## src/rtl/fetch_stage.sv

```systemverilog
// ---------------------------------------------------------------------------
// fetch_stage
//   Instruction-fetch stage plus IF/ID pipeline register of the always-taken
//   pipelined RV32I core. Holds the PC, drives the instruction-memory address,
//   predecodes the fetched word and predicts every B-type branch and JAL as
//   taken, so the predicted target is fetched on the very next cycle.
//
// Ports
//   i_clk               clock, rising-edge
//   i_reset             asynchronous active-low reset
//   i_imem_rdata        instruction word at o_imem_addr (same-cycle read)
//   i_stall_fetch       hold PC
//   i_stall_decode      hold IF/ID register
//   i_flush_decode      load a bubble into IF/ID
//   i_pc_sel            execute redirect to i_redirect_pc (highest priority)
//   i_redirect_pc       redirect target
//   i_out_loop          mispredicted-taken branch, resume at i_recover_pc
//   i_recover_pc        fall-through address for i_out_loop
//   o_imem_addr         current fetch PC
//   o_pc_decode         PC of the instruction in decode
//   o_instr_decode      instruction in decode
//   o_pred_taken_decode decode instruction was predicted taken
//   o_valid_decode      decode slot holds a real instruction
// ---------------------------------------------------------------------------
module fetch_stage #(
    parameter logic [31:0] RESET_PC  = 32'h0000_0000,
    parameter logic [31:0] NOP_INSTR = 32'h0000_0013
) (
    input  logic        i_clk,
    input  logic        i_reset,
    input  logic [31:0] i_imem_rdata,
    input  logic        i_stall_fetch,
    input  logic        i_stall_decode,
    input  logic        i_flush_decode,
    input  logic        i_pc_sel,
    input  logic [31:0] i_redirect_pc,
    input  logic        i_out_loop,
    input  logic [31:0] i_recover_pc,
    output logic [31:0] o_imem_addr,
    output logic [31:0] o_pc_decode,
    output logic [31:0] o_instr_decode,
    output logic        o_pred_taken_decode,
    output logic        o_valid_decode
);

    localparam logic [6:0] OPC_BRANCH = 7'b1100011;
    localparam logic [6:0] OPC_JAL    = 7'b1101111;

    logic [31:0] pc_q,    pc_d;
    logic [31:0] dpc_q,   dpc_d;
    logic [31:0] dinst_q, dinst_d;
    logic        dpred_q, dpred_d;
    logic        dvld_q,  dvld_d;

    logic [6:0]  opcode;
    logic [31:0] imm_b;
    logic [31:0] imm_j;
    logic        pred;
    logic [31:0] pred_target;
    logic [31:0] pc_next;

    // ---------------- predecode ----------------
    assign opcode = i_imem_rdata[6:0];
    assign imm_b  = {{20{i_imem_rdata[31]}}, i_imem_rdata[7],
                     i_imem_rdata[30:25], i_imem_rdata[11:8], 1'b0};
    assign imm_j  = {{12{i_imem_rdata[31]}}, i_imem_rdata[19:12],
                     i_imem_rdata[20], i_imem_rdata[30:21], 1'b0};

    always_comb begin
        pred        = 1'b0;
        pred_target = pc_q + 32'd4;
        unique case (opcode)
            OPC_BRANCH: begin
                pred        = 1'b1;
                pred_target = pc_q + imm_b;
            end
            OPC_JAL: begin
                pred        = 1'b1;
                pred_target = pc_q + imm_j;
            end
            default: ;
        endcase
    end

    // ---------------- next PC ----------------
    // Redirects are checked ahead of the fetch stall so a load-use stall
    // coinciding with a resolve in execute still steers the PC.
    always_comb begin
        pc_next = pc_q + 32'd4;
        if (i_pc_sel)
            pc_next = i_redirect_pc;
        else if (i_out_loop)
            pc_next = i_recover_pc;
        else if (i_stall_fetch)
            pc_next = pc_q;
        else if (pred)
            pc_next = pred_target;
        pc_d = {pc_next[31:2], 2'b00};
    end

    // ---------------- IF/ID next state ----------------
    always_comb begin
        dpc_d   = pc_q;
        dinst_d = i_imem_rdata;
        dpred_d = pred;
        dvld_d  = 1'b1;
        if (i_flush_decode) begin
            dpc_d   = '0;
            dinst_d = NOP_INSTR;
            dpred_d = 1'b0;
            dvld_d  = 1'b0;
        end else if (i_stall_decode) begin
            dpc_d   = dpc_q;
            dinst_d = dinst_q;
            dpred_d = dpred_q;
            dvld_d  = dvld_q;
        end
    end

    always_ff @(posedge i_clk or negedge i_reset) begin
        if (!i_reset) begin
            pc_q    <= {RESET_PC[31:2], 2'b00};
            dpc_q   <= '0;
            dinst_q <= NOP_INSTR;
            dpred_q <= 1'b0;
            dvld_q  <= 1'b0;
        end else begin
            pc_q    <= pc_d;
            dpc_q   <= dpc_d;
            dinst_q <= dinst_d;
            dpred_q <= dpred_d;
            dvld_q  <= dvld_d;
        end
    end

    assign o_imem_addr         = pc_q;
    assign o_pc_decode         = dpc_q;
    assign o_instr_decode      = dinst_q;
    assign o_pred_taken_decode = dpred_q;
    assign o_valid_decode      = dvld_q;

endmodule
```

## config.mk

```make
export PLATFORM = sky130hd
export DESIGN_NAME = fetch_stage
export DESIGN_NICKNAME = d
export VERILOG_FILES = /design/src/rtl/fetch_stage.sv
export SDC_FILE = /design/constraint.sdc
export NUM_CORES = 1
export LEC_CHECK = 0
export BUFFER_PORTS_ARGS = -buffer_cell sky130_fd_sc_hd__clkbuf_2
export CAP_MARGIN = 20
export CORE_AREA = 10 10 192 140
export CTS_CLUSTER_SIZE = 16
export DETAILED_ROUTE_END_ITERATION = 6
export DIE_AREA = 0 0 202 150
export HOLD_SLACK_MARGIN = 0.02
export MAX_ROUTING_LAYER = met4
export SYNTH_ARGS = -nofsm -noshare
export SYNTH_HDL_FRONTEND = slang
export SYNTH_SLANG_ARGS = --single-unit
```

## constraint.sdc

```tcl
create_clock -name i_clk -period 3.8 [get_ports i_clk]
set_input_delay 0.95 -clock i_clk [delete_from_list [all_inputs] [get_ports i_clk]]
set_output_delay 0.95 -clock i_clk [all_outputs]
set_load 0.05 [all_outputs]
```

==> summary.md <==
Synthesis
* synthesized netlist cell count: 785
* Netlist cell types: 70
* number of synthesized flops with an enable pin: 0
* FF+latch count, synth: 94
* sequential element share of the synthesized area: 34.6%
* warning count from the yosys run: 0
* synthesized area per cell: 8.69 µm²
* predominant post-synthesis flop cell: sky130_fd_sc_hd__dfrtp_1
* Post-Synthesis Cell Area: 6820 µm²
* post-synthesis async set-or-reset flop share: 100%

Clocking
* clock slew at the register clock pins of the worst setup and hold paths: 80 ps
* hold_buf cts: 0
* Clock Sink Count: 94
* total CTS buffers: 9
* clk buf depth: 2
* TritonCTS clock tree: built
* worst-skew pair later-pin latency: 380 ps
* H-tree levels: 3
* CTS root buffer: sky130_fd_sc_hd__clkbuf_16

Drt
* 1st-pass router iterations: 5
* antenna-violating nets left: 0
* DRT iter0 DRCs: 576
* via count of the routed design: 6,939
* Final Routed Wirelength: 27,200 µm
* via density per instance: 5.13
* DRC violation count after routing: 0
* detail-routed net length per standard cell: 20.1 µm

Worst hold path
* Hold Path Cell Cnt: 2
* end of the worst hold path: o_pred_taken_decode$_DFFE_PN0P_
* Hold Startpoint: o_pred_taken_decode$_DFFE_PN0P_
* worst hold path type: reg2reg

Finish
* fin area: 9230 µm²
* commonest non-fill, non-tap cells in the layout: sky130_fd_sc_hd__clkbuf_2, sky130_fd_sc_hd__nor2_1, sky130_fd_sc_hd__dfrtp_1, sky130_fd_sc_hd__buf_4, sky130_fd_sc_hd__nand2_1
* share of cells above drive strength 1: 33.5%
* antenna diode instance count: 0
* flip-flop and latch area: 2360 µm²
* combined area of the multi-input logic cells: 4420 µm²
* synthesis-to-finish area growth: 35.3%
* most common cell after layout, fill and taps aside: sky130_fd_sc_hd__clkbuf_2
* Filler cells: 2,388
* Layout Nets: 1,168

Die
* die area: 30,300 µm²
* Die Span Y: 150 µm
* boundary pin count: 201
* initial standard-cell utilization of the core: 29.4%
* Die X-Extent: 202 µm
* Core Box Area: 23,200 µm²
* Rows: 47

Pwr
* Worst IR Drop VDD: 0.227 mV
* power density cells: 385 nW/µm²
* Static Leak: 4.55 nW

Setup path
* register-to-register path setup slack: 870 ps
* critical register-to-register path startpoint: o_imem_addr[2]$_DFFE_PN0P_
* required arrival time at the worst endpoint: 4060 ps
* maximum single-stage delay on the critical path: 330 ps
* capture instance of the worst register-to-register path: o_imem_addr[26]$_DFFE_PN0P_
* total stage count of the critical path: 16
* Critical Setup Path Class: in2reg
* Data arrival, critical path: 4000 ps
* CP Cell Sequence: buf_6 -> nor2b_4 -> nand4_1 -> nor2_2 -> buf_12 -> mux2_4 -> ha_4 -> fa_2 -> a21o_1 -> a221oi_4 -> o211a_4 -> o31ai_4 -> xnor2_2 -> a221oi_2 -> nor3_1 -> a221o_1
* depth of the most critical reg-to-reg path: 9
* crit path max-delay cell type: sky130_fd_sc_hd__fa_2
* element type at the critical path end: register
* CP Launch Type: input port
* maximum net fanout on the critical path: 6
* buffering stage count on the worst path with inverters included: 2
* Crit path max-delay family: compound AO/OA/AOI/OAI gates

Global route
* vias in the first global route: 6,888
* initial antenna violation count: 0
* maximum number of pins on one net before global-route repair: 69
* aggregate global routing overflow: 0
* first-pass GRT wire length: 41,400 µm
* overall global routing resource usage: 18.1%

Outcome
* outcome: finished clean

Placement
* Port Buf Inserts: 192
* gp weighted congestion: 0.977
* DP Wirelength: 20,700 µm
* total cell area at the placement stage: 8630 µm²

STA
* count of endpoints failing hold in the final timing report: 0
* Post-Route Hold Slack: 519 ps
* worst relative slew slack: 41.5%
* max frequency: 0.268 GHz
* total setup violations reported at the end of the flow: 0
* worst-margin pin slew: 877 ps
* Period minus WS final: 3740 ps
* Final Slew Violations: 0
* share of the cycle needed by the critical path after routing: 98.3%
* unrepaired setup endpoints after global routing: yes
* final setup skew: 13.7 ps
* Post-Route Setup TNS: 0 ps

Job
* count of maximum capacitance violations: 0

-- layout make-up --
class,instances,area share [%]
Sequential cell,94,25.5
Multi-Input combinational cell,633,47.9
Clock inverter,4,0.597
Tap cell,318,4.31
Inverter,9,0.366
Clock buffer,12,2.67
Timing Repair Buffer,283,18.6
-- registers in the layout, indices dropped and copies added, names as in the netlist --
name and cells:
o_pc_decode 30, o_imem_addr 30, o_instr_decode 32, o_pred_taken_decode 1, o_valid_decode 1
-- repair_timing --
item,4_1_cts,5_1_grt
buffers inserted,16,1
resized for setup,14,24
endpoints found under the setup margin,6,20
gates cloned,0,0
pin swaps,13,16
-- cell usage after synthesis (all sizes together) (18+ instances only) --
master | instances | area (µm²)
o21ai | 33 | 165
mux2i | 62 | 621
xor2 | 23 | 201
a21oi | 57 | 297
ha | 34 | 425
xnor2 | 24 | 210
buf | 18 | 87.6
clkbuf | 34 | 128
nand2 | 79 | 297
nor2 | 108 | 408
a21o | 24 | 180
dfrtp | 91 | 2280
-- tightest hold or removal path, delay by kind of cell (launching register included) --
family,cells,cell delay [ps]
simple gates,1,70
flops,1,350
compound gates,1,60
-- per-stage QoR --
step / utilization [%] / total power, mW / cells / setup slack [ps]
6_report: 39.7 / 3.55 / 1353 / 63.9
5_1_grt: 39.7 / 3.74 / 1353 / -51.5
4_1_cts: 39.2 / 3.55 / 1352 / -24.7
3_5_place_dp: 37.1 / 2.52 / 1320 / -454
3_3_place_gp: 37.1 / 2.51 / 1320 / -407
2_1_floorplan: - / 2.03 / 788 / -187
-- report_power, final --
group | switching (mW) | internal (mW) | total, mW
Combinational | 0.878 | 0.521 | 1.40
Clock | 0.438 | 0.535 | 0.972
Sequential | 0.104 | 1.07 | 1.18
-- logic make-up after synthesis --
kind of cell	Yosys count	synth area share, %
multiplexers	66	9.76
other	1	0.0550
XOR/XNOR	47	6.04
flip-flops	94	34.6
adder cells (fa/ha/maj)	35	6.53
buffers and inverters	61	3.65
AND/OR/NAND/NOR	277	18.6
AO/OA/AOI/OAI	204	20.8
-- worst max-delay path by stage --
stage | start | endpoint | slack (ps)
6_report | i_imem_rdata[4] | o_imem_addr[16]$_DFFE_PN0P_ | 60
5_1_grt | i_imem_rdata[4] | o_imem_addr[16]$_DFFE_PN0P_ | -50
4_1_cts | i_imem_rdata[6] | o_imem_addr[16]$_DFFE_PN0P_ | -20
3_5_place_dp | i_imem_rdata[6] | o_imem_addr[16]$_DFFE_PN0P_ | -450
3_3_place_gp | i_imem_rdata[6] | o_imem_addr[20]$_DFFE_PN0P_ | -410
2_1_floorplan | i_imem_rdata[6] | o_imem_addr[16]$_DFFE_PN0P_ | -190
-- layer usage --
layer  global-route usage, %  vias to the layer above  wire length, µm
li1                        -                     3326                -
met1                    25.3                     3328            13300
met2                    24.7                      252            11400
met3                    5.01                       33             1870
met4                    5.36                        0              544
met5                       -                        -                0
(Power assumes the default switching activity.)
